## src/rtl/mem_access_arbiter.sv

```systemverilog
// mem_access_arbiter: round-robin arbiter sharing a single-port memory between one writer and two readers
module mem_access_arbiter #(
  parameter int DATA_WIDTH = 8,
  parameter int ADDR_WIDTH = 10
) (
  input  logic                  Clock,
  input  logic                  Reset,
  input  logic                  iWriteReq,
  input  logic [ADDR_WIDTH-1:0] iWriteAddr,
  input  logic [DATA_WIDTH-1:0] iWriteData,
  output logic                  oWriteAck,
  input  logic                  iReadReqA,
  input  logic [ADDR_WIDTH-1:0] iReadAddrA,
  output logic                  oReadAckA,
  output logic                  oReadValidA,
  input  logic                  iReadReqB,
  input  logic [ADDR_WIDTH-1:0] iReadAddrB,
  output logic                  oReadAckB,
  output logic                  oReadValidB,
  output logic                  oMemWriteEnable,
  output logic [ADDR_WIDTH-1:0] oMemAddress,
  output logic [DATA_WIDTH-1:0] oMemDataIn,
  output logic [ADDR_WIDTH-1:0] oMemReadAddress,
  output logic                  oMemReadtoa,
  output logic                  oMemReadtob
);
  typedef enum logic [1:0] {REQ_W, REQ_A, REQ_B, REQ_NONE} req_t;
  req_t ptr, last, win, p1, p2;
  logic [2:0] elig;
  function automatic req_t after(req_t r);
    return r == REQ_W ? REQ_A : r == REQ_A ? REQ_B : REQ_W;
  endfunction
  // last-granted requester is masked so a held req is not issued twice
  always_comb begin
    elig = {iReadReqB, iReadReqA, iWriteReq} & ~(3'b001 << last);
    p1 = after(ptr);
    p2 = after(p1);
    win = elig[ptr] ? ptr : elig[p1] ? p1 : elig[p2] ? p2 : REQ_NONE;
  end
  always_ff @(posedge Clock) begin
    if (Reset) begin
      ptr <= REQ_W;
      last <= REQ_NONE;
      oWriteAck <= 1'b0;
      oReadAckA <= 1'b0;
      oReadAckB <= 1'b0;
      oReadValidA <= 1'b0;
      oReadValidB <= 1'b0;
      oMemWriteEnable <= 1'b0;
      oMemReadtoa <= 1'b0;
      oMemReadtob <= 1'b0;
      oMemAddress <= '0;
      oMemDataIn <= '0;
      oMemReadAddress <= '0;
    end else begin
      oMemWriteEnable <= win == REQ_W;
      oWriteAck <= win == REQ_W;
      oMemReadtoa <= win == REQ_A;
      oReadAckA <= win == REQ_A;
      oMemReadtob <= win == REQ_B;
      oReadAckB <= win == REQ_B;
      oReadValidA <= oMemReadtoa;
      oReadValidB <= oMemReadtob;
      oMemAddress <= win == REQ_W ? iWriteAddr : oMemAddress;
      oMemDataIn <= win == REQ_W ? iWriteData : oMemDataIn;
      oMemReadAddress <= win == REQ_A ? iReadAddrA : win == REQ_B ? iReadAddrB : oMemReadAddress;
      ptr <= win == REQ_NONE ? ptr : after(win);
      last <= win;
    end
  end
endmodule

```

## config.mk

```make
export PLATFORM = sky130hd
export DESIGN_NAME = mem_access_arbiter
export DESIGN_NICKNAME = d
export VERILOG_FILES = /design/src/rtl/mem_access_arbiter.sv
export SDC_FILE = /design/constraint.sdc
export NUM_CORES = 1
export LEC_CHECK = 0
export BUFFER_PORTS_ARGS = -buffer_cell sky130_fd_sc_hd__buf_4
export CAP_MARGIN = 10
export CELL_PAD_IN_SITES_DETAIL_PLACEMENT = 1
export CELL_PAD_IN_SITES_GLOBAL_PLACEMENT = 1
export CORE_MARGIN = 5
export CORE_UTILIZATION = 30
export DETAILED_ROUTE_END_ITERATION = 12
export GPL_TIMING_DRIVEN = 0
export PLACE_DENSITY = 0.75
export SLEW_MARGIN = 20
export SYNTH_ARGS = -nofsm -noshare
export SYNTH_HDL_FRONTEND = slang
export SYNTH_SLANG_ARGS = --single-unit
```

## constraint.sdc

```tcl
create_clock -name Clock -period 2.3 [get_ports Clock]
set_input_delay 0.345 -clock Clock [delete_from_list [all_inputs] [get_ports Clock]]
set_output_delay 0.345 -clock Clock [all_outputs]
set_load 0.05 [all_outputs]
```

; Yosys cells after proc, flatten, opt, wreduce, memory -nomap -nowiden
; Cells that the tools add are included.
[word_totals]
ff_bits = 37
input_bits = 43
output_inout_bits = 36
elab_cells = 42
[op_classes]
magnitude_cmp = 3
eq_ne = 5
n_shift = 1
mux = 17
n_bitwise = 2
reduce_logical = 4
[ops]
columns = op, count
row1 = two-way mux 10 bit, 2
row2 = two-way mux 2 bit, 9
row3 = "< comparator 2 x 3 -> 1 bit, second input constant", 3
row4 = binary-select mux 1 bit (select 2 bit), 3
row5 = "== test 2 x 1 -> 1 bit, second input constant", 3
row6 = zero test 2 bit, 3
row7 = "== test 2 bit, second input constant", 2
row8 = bitwise AND 3 bit, 1
row9 = two-way mux 1 bit, 3
row10 = inverter 3 bit, 1
row11 = "left shift 1 x 2 -> 3 bit, first input constant", 1
row12 = nonzero test 2 bit, 1

; Depth between registers and ports, before layout
; Gate-level depths: netlist of run 1.
[logic_depth]
depth_word = 14
ltp_mapped = 8
ltp_nobuf = 6

; Least setup slack after synthesis of run 1
; OpenSTA, ideal clock, no wires.
[synth_path]
path_kind = reg2reg
from = register last[0]
to = register oMemAddress[0]
setup_time_ns = 0.128
arrival_time_ns = 1.593
required_time_ns = 2.172
path_slack_ns = 0.580
path_stages_with_launch = 9
path_buffers = 2
synth_period_minus_slack_ns = 1.720
cell_sequence = dfxtp_1 o21a_1 a31o_2 and2_1 ha_1 buf_4 buf_6 mux2i_1 nor2_1
[synth_via]
elab_chain_len = 9
elab_cells_between_ends = 13
classes_between = 1 x shift / 9 x mux / 2 x bitwise / 1 x reduce/logical
[synth_lines]
columns = element, line
row1 = from (decl), 28  ; req_t ptr, last, win, p1, p2;
row2 = from (signal assigned), 68  ; last <= win;
row3 = left shift 1 x 2 -> 3 bit *, 35  ; elig = {iReadReqB, iReadReqA, iWriteReq} & ~(3'b001 << last);
row4 = inverter 3 bit *, 35
row5 = bitwise AND 3 bit *, 35
row6 = binary-select mux 1 bit (select 2 bit), 38  ; win = elig[ptr] ? ptr : elig[p1] ? p1 : elig[p2] ? p2 : REQ_NONE;
row7 = two-way mux 1 bit (not written as such), 38
row8 = two-way mux 2 bit (2 in a row), 38
row9 = two-way mux 2 bit *, 38
row10 = zero test 2 bit *, 64  ; oMemAddress <= win == REQ_W ? iWriteAddr : oMemAddress;
row11 = to (signal assigned), 64
row12 = to (decl), 21  ; output logic [ADDR_WIDTH-1:0] oMemAddress,
; Mark *: on every way between the ends. The rest lies on a longest branch, timed or not. The select of a mux whose other input is x is not followed.
; A chain may end at the register's enable or synchronous reset.

; Worst setup path after layout of run 1
[layout_path]
from = register last[0]
to = register oMemAddress[4]
; Same word-level chain as after synthesis.

==> results of run 1 <==
per-stage QoR:
stage	worst slack, ns	util (%)	power, W	instance area (sq um)
3_3_place_gp	0.300	45.1	0.00161	2170
4_1_cts	0.216	47.5	0.00220	2290
3_5_place_dp	0.263	45.1	0.00162	2170
2_1_floorplan	0.580	-	0.00136	1510
5_1_grt	0.0646	47.5	0.00229	2290
6_report	0.290	47.5	0.00217	2290
area by class of cell:
cell class / count / area (sq um) / area share, %
timing repair buffer: 77 / 578 / 25.2
clock inverter: 1 / 30.0 / 1.31
buffer: 12 / 77.6 / 3.39
sequential: 37 / 741 / 32.3
multi-input combinational: 96 / 689 / 30.1
tap: 67 / 83.8 / 3.66
inverter: 1 / 3.75 / 0.164
clock buffer: 7 / 86.3 / 3.77
flip-flops by register name, indices dropped and copies added, names as in the netlist:
| signal | flops |
|---|---|
| last | 2 |
| oMemAddress | 10 |
| oMemDataIn | 8 |
| oMemReadAddress | 10 |
| oMemReadtoa | 1 |
| oMemReadtob | 1 |
| oMemWriteEnable | 1 |
| oReadValidA | 1 |
| oReadValidB | 1 |
| ptr | 2 |
worst max path at each step:
| stage | end | slack [ns] |
|---|---|---|
| after detailed placement | oMemAddress[5] | 0.26 |
| after CTS | oMemDataIn[6] | 0.22 |
| after global placement | oMemAddress[7] | 0.30 |
| after global routing | oMemAddress[4] | 0.06 |
| final | oMemAddress[4] | 0.29 |
| after floorplan | oMemAddress[0] | 0.58 |
Yosys cell counts, types with 2 or more instances:
cell type	n
buf_4	4
a211oi_1	10
nor2_1	30
nand4b_1	2
nand2_1	3
nand3b_1	2
buf_1	2
and2_1	2
nand2b_1	2
buf_6	2
ha_1	5
clkbuf_1	2
nor2b_1	5
dfxtp_1	37
mux2i_1	30
buf_2	2
cells by family after synthesis:
group / after synthesis
adders and majority gates: 5
DFF: 37
and+or+nand+nor: 46
muxes: 30
AOI/OAI and AO/OA: 15
buffers and inverters: 13
worst max-delay path: cells and delay by family, from the launching register on:
| family | cells | cell delay [ns] |
|---|---|---|
| AOI/OAI and AO/OA | 2 | 0.40 |
| adders and majority gates | 1 | 0.17 |
| buffers and inverters | 2 | 0.39 |
| DFF | 1 | 0.39 |
| muxes | 1 | 0.22 |
| and+or+nand+nor | 2 | 0.30 |
power groups by stage:
stage | clock (W) | combinational, W | sequential [W]
6_report | 0.000573 | 0.000814 | 0.000780
3_5_place_dp | 0 | 0.000826 | 0.000794
3_3_place_gp | 0 | 0.000816 | 0.000790
2_1_floorplan | 0 | 0.000293 | 0.00107
5_1_grt | 0.000625 | 0.000872 | 0.000795
4_1_cts | 0.000590 | 0.000828 | 0.000782
placed cells by master (no fill, tap or decap), drive strengths merged:
| cell type | synthesis | layout |
|---|---|---|
| o2111ai | 1 | 1 |
| a211oi | 10 | 10 |
| a22o | 1 | 1 |
| clkbuf | 2 | 9 |
| nor2b | 5 | 5 |
| nand3b | 2 | 2 |
| a31o | 1 | 1 |
| ha | 5 | 5 |
| and2 | 2 | 2 |
| nor2 | 30 | 30 |
| o21a | 1 | 1 |
| nand4b | 2 | 2 |
| o21ai | 1 | 1 |
| buf | 10 | 87 |
| dfxtp | 37 | 37 |
| mux2i | 30 | 30 |
| inv | 1 | 1 |
| nand2 | 3 | 3 |
| bufinv | 0 | 1 |
| nand2b | 2 | 2 |
routing by layer:
metal / up-vias / part of all wire, %
met4: 0 / 0.73
met5: - / 0
met2: 64 / 46
met3: 5 / 13
li1: 662 / -
met1: 600 / 40
==> flow_summary_export.csv, run 1 <==
group,metric,value,unit
sta,hold_viol_final,0,
detailed_routing,wl_per_cell,13.3,microns
clock_network,cts-root-buf,"clkbuf_8",
clock_network,cts.clk_slew.worst_paths,0.07,ns
final_layout,instances_no_fill,298,
job,drv_cap,0,
logic_synthesis,ys_seq_area_share,49.0,%
logic_synthesis,yosys.area_share.simple,14.1,%
power_and_ir_drop,powerDensity,946,nW/um^2
min_path,whs_endpoint,"oMemAddress[1]",
final_layout,num-nets-final,278,
floorplanning,initial_core_util,31.4,%
grt,grt_util_met2,21.8,%
logic_synthesis,synthesis.area,1510,sq um
worst_setup_path,critPathMaxStageDelay,0.39,ns
worst_setup_path,crit_start,"last[0]",
grt,antenna_found_initial,0,
sta,whs,0.296,ns
grt,grt-busiest-layer,"met2",
worst_setup_path,cp-end-kind,"register",
sta,slew-limit-headroom,69.4,%
detailed_routing,vias,1331,
place,gp_congestion,0.738,
clock_network,hold_buffers,0,
logic_synthesis,synth_xor_xnor_area_share,0,%
worst_setup_path,crit_slowest_cell,"dfxtp_1",
clock_network,htree_levels,2,
grt,globalRouteOverflowTotal,0,
power_and_ir_drop,power.internal,0.00138,W
worst_setup_path,crit_type,"reg -> reg",
power_and_ir_drop,peakVddDrop,418,uV
sta,rsz0062_at_grt,"no",
logic_synthesis,ys_async_sr_fraction,0,%
sta,min_period,2.01,ns
grt,grt_max_degree,12,
min_path,hold_path_class,"in -> reg",
logic_synthesis,synth_top_cells_by_area,"dfxtp_1 (49%), mux2i_1 (20%), nor2_1 (7.5%)",
place,dp.cells,290,
grt,globalRouteMet1Util,13.0,%
logic_synthesis,ys.flop_type,"dfxtp_1",
logic_synthesis,synthMuxAreaShare,19.9,%
power_and_ir_drop,power_frac_seq,36.0,%
detailed_routing,firstDrtPassIters,2,
clock_network,cts_buffers,5,
clock_network,cts.sinks,37,
worst_setup_path,cp.required,2.45,ns
grt,grt_pass1_vias,1403,
logic_synthesis,ys_warn_count,0,
final_layout,layout-drive-gt1-share,40.3,%
detailed_routing,drt-total-wl,3950,microns
detailed_routing,routed_via_density,4.47,
logic_synthesis,syn_nets,194,
floorplanning,io-pin-count,79,
grt,grtUsageTotal,12.5,%
place,portBuffers,77,
final_layout,syn_to_final_growth,51.5,%
logic_synthesis,synth.distinct_cells,22,
sta,setup_viol,0,
floorplanning,row_count,25,
clock_network,cts_buffer_depth,2,
sta,finClkSkew,0.00697,ns
power_and_ir_drop,p_sw_share,36.1,%
logic_synthesis,synth_fa_ha_area_share,4.14,%
worst_setup_path,path_cells,"o21ai_0 -> o2111ai_1 -> and2_1 -> ha_1 -> buf_4 -> buf_6 -> mux2i_1 -> nor2_1",
logic_synthesis,synth_edf_count,0,
sta,tightest_slew,0.459,ns
logic_synthesis,synth_top_area_share,49.0,%
worst_setup_path,cp_max_fo,10,
min_path,hp-start,"iWriteAddr[1]",
clock_network,cts_resized,0,
floorplanning,die_w,81.0,microns
clock_network,cts_tree,"done",
place,dp_hpwl,3160,microns
floorplanning,core,4820,sq um
worst_setup_path,r2r_cells,8,
final_layout,diodes,0,
grt,grtUsageMet3,7.21,%
worst_setup_path,critPathArrivalTime,2.16,ns
worst_setup_path,worstReg2RegStart,"last[0]",
floorplanning,die-area,6560,sq um
final_layout,fillers,573,
run_status,status,"finished clean",
logic_synthesis,synth_top_family_by_area,"multiplexers",
power_and_ir_drop,pwr-share-clk,26.4,%
floorplanning,die_y,81.0,microns
power_and_ir_drop,p_sw,0.000783,W
power_and_ir_drop,p_leak,1.07,nW
min_path,worstHoldPathCells,3,
detailed_routing,drcViolationCount,0,
worst_setup_path,critPathLaunchType,"register",
grt,grt_pass1_wl,6290,microns
logic_synthesis,synth.largest_area_cell,"dfxtp_1",
logic_synthesis,synthCells,146,
worst_setup_path,r2r-end,"oMemAddress[4]",
logic_synthesis,ys_ff_latch,37,
detailed_routing,drt_iter0_drc,32,
sta,drv_slew,0,
logic_synthesis,syn_avg_cell_area,10.4,sq um
power_and_ir_drop,power_frac_comb,37.5,%
detailed_routing,ant_nets,0,
clock_network,post_cts_buffers,0,
sta,max_freq,0.497,GHz
sta,timing.final.crit_share,87.4,%
worst_setup_path,reg2reg_slack,0.29,ns
clock_network,clock_latency,0.28,ns
sta,setup-tns-final,0,ns
logic_synthesis,synth-compound-area-share,7.53,%
Power figures use the tool's default switching activity.
==> run 2, diff against run 1 <==
--- a/config.mk
+++ b/config.mk
@@ -10,10 +10,11 @@
 export CELL_PAD_IN_SITES_DETAIL_PLACEMENT = 1
 export CELL_PAD_IN_SITES_GLOBAL_PLACEMENT = 1
 export CORE_MARGIN = 5
-export CORE_UTILIZATION = 30
+export CORE_UTILIZATION = 32
 export DETAILED_ROUTE_END_ITERATION = 12
 export GPL_TIMING_DRIVEN = 0
-export PLACE_DENSITY = 0.75
+export PLACE_DENSITY_LB_ADDON = 0.1
+export SKIP_LAST_GASP = 1
 export SLEW_MARGIN = 20
 export SYNTH_ARGS = -nofsm -noshare
 export SYNTH_HDL_FRONTEND = slang
==> run 2 against run 1 <==
Against the previous run:
- first-iteration DRC count shrank 9.4%
- wire length grew 5.4%
- combinational power grew 0.5%
- global-route usage grew 0.83 points
- count of clock-buffer cells in the layout is the same
- die area shrank 5.5%
==> flow_summary_export.csv, run 2 (same netlist as run 1, synthesis figures left out) <==
group,metric,value,unit
sta,timing.final.crit_share,86.0,%
worst_setup_path,cp-end-kind,"register",
floorplanning,die-area,6200,sq um
sta,setup_viol,0,
clock_network,hold_buffers,0,
sta,drv_slew,0,
grt,grt_max_degree,12,
clock_network,cts-root-buf,"clkbuf_8",
grt,antenna_found_initial,0,
sta,fin_ws,0.322,ns
final_layout,finish.utilization,48.5,%
final_layout,reg.largest.list,"oMemAddress x10, oMemReadAddress x10, oMemDataIn x8",
place,portBuffers,77,
detailed_routing,firstDrtPassIters,4,
final_layout,layout-drive-gt1-share,40.7,%
grt,globalRouteOverflowTotal,0,
place,gp_congestion,0.779,
clock_network,cts_tree,"done",
detailed_routing,drt-total-wl,4160,microns
floorplanning,die_w,78.7,microns
sta,hold_viol_final,0,
power_and_ir_drop,pwr-share-clk,23.4,%
clock_network,cts_resized,0,
power_and_ir_drop,p_sw,0.000790,W
final_layout,diodes,0,
final_layout,syn_to_final_growth,49.4,%
clock_network,cts.sinks,37,
sta,whs,0.304,ns
detailed_routing,drcViolationCount,0,
final_layout,multi_input_area,689,sq um
grt,grtUsageTotal,13.4,%
power_and_ir_drop,power_frac_comb,39.1,%
final_layout,final_common_cell,"buf_4",
power_and_ir_drop,p_sw_share,37.8,%
min_path,hp-start,"iWriteAddr[5]",
power_and_ir_drop,p_leak,1.07,nW
run_status,status,"finished clean",
sta,max_freq,0.506,GHz
final_layout,layout_common_cells,"buf_4 (81), dfxtp_1 (37), mux2i_1 (30), nor2_1 (30), a211oi_1 (10)",
detailed_routing,routed_via_density,4.74,
sta,setup-tns-final,0,ns
floorplanning,row_count,25,
power_and_ir_drop,total_power,0.00209,W
job,drv_cap,0,
sta,rsz0062_at_grt,"no",
sta,min_period,1.98,ns
worst_setup_path,cp_max_fo,10,
worst_setup_path,cp.required,2.45,ns
worst_setup_path,critPathLaunchType,"register",
clock_network,cts_buffers,5,
sta,tightest_slew,0.474,ns
min_path,whs_endpoint,"oMemAddress[5]",
clock_network,cts_buffer_depth,2,
floorplanning,core,4660,sq um
floorplanning,die_y,78.7,microns
sta,slew-limit-headroom,68.4,%
clock_network,htree_levels,2,
final_layout,fillers,543,
power_and_ir_drop,power_frac_seq,37.5,%
worst_setup_path,critPathArrivalTime,2.13,ns
clock_network,clock_latency,0.28,ns
power_and_ir_drop,peakVddDrop,420,uV
detailed_routing,vias,1351,
worst_setup_path,worstReg2RegStart,"last[0]",
power_and_ir_drop,powerDensity,926,nW/um^2
worst_setup_path,crit_type,"reg -> reg",
final_layout,num-nets-final,278,
clock_network,cts.clk_slew.worst_paths,0.07,ns
clock_network,post_cts_buffers,0,
worst_setup_path,crit_start,"last[0]",
worst_setup_path,r2r-end,"oMemAddress[0]",
place,dp_hpwl,3360,microns
sta,finClkSkew,0.00177,ns
power_and_ir_drop,power.internal,0.00130,W
min_path,worstHoldPathCells,3,
grt,grt_pass1_vias,1423,
worst_setup_path,r2r_cells,8,
worst_setup_path,reg2reg_slack,0.32,ns
floorplanning,io-pin-count,79,
place,pre_cts_ws,0.291,ns
final_layout,regArea,741,sq um
detailed_routing,ant_nets,0,
detailed_routing,wl_per_cell,14.6,microns
floorplanning,initial_core_util,32.4,%
detailed_routing,drt_iter0_drc,29,
grt,grt_pass1_wl,6580,microns
min_path,hold_path_class,"in -> reg",
## run 2: changes by cell type in the layout (fill, tap and decap cells not counted), sizes merged
cell,previous run,this run
clkinv,0,1
bufinv,1,0
## run 2: worst max path at each step
stage	end	slack (ns)	cells after the start
final	oMemAddress[0]	0.32	8
after global routing	oMemAddress[1]	0.18	8
after CTS	oMemAddress[0]	0.30	8
after detailed placement	oMemAddress[3]	0.29	9
after global placement	oMemReadAddress[3]	0.37	7
after floorplan	oMemAddress[0]	0.58	8
## run 2: layout make-up
class	instances	area share (%)
Inverter	1	0.166
Clock buffer	7	4.27
Sequential cell	37	32.8
Timing Repair Buffer	77	25.6
Clock inverter	1	0.222
Tap cell	54	2.99
Buffer	12	3.43
Multi-Input combinational cell	96	30.5
## run 2: critical path, cell delays in order (launching register included)
cell	delay [ns]
dfxtp_1	0.40
o21ai_0	0.12
o2111ai_1	0.27
and2_1	0.23
ha_1	0.16
buf_4	0.20
buf_6	0.19
mux2i_1	0.21
nor2_1	0.07
## run 2: power groups by stage
| stage | Clock (W) | Sequential, W | Combinational (W) |
|---|---|---|---|
| 6_report | 0.000489 | 0.000783 | 0.000818 |
| 5_1_grt | 0.000540 | 0.000793 | 0.000874 |
| 4_1_cts | 0.000508 | 0.000784 | 0.000831 |
| 3_5_place_dp | 0 | 0.000797 | 0.000830 |
| 3_3_place_gp | 0 | 0.000790 | 0.000808 |
| 2_1_floorplan | 0 | 0.00107 | 0.000293 |
## run 2: per-layer routing
metal / vias up / part of all wire [%] / track usage [%]
met3: 2 / 8.9 / 4.76
met4: 0 / 0.36 / 3.67
met5: - / 0 / 0
met1: 628 / 40 / 14.6
met2: 55 / 51 / 24.2
li1: 666 / - / -
## run 2: per-stage QoR
| stage | std cells | cell area, sq um |
|---|---|---|
| after floorplan | 146 | 1510 |
| after global placement | 277 | 2160 |
| after detailed placement | 277 | 2160 |
| after CTS | 285 | 2260 |
| after global routing | 285 | 2260 |
| final | 285 | 2260 |
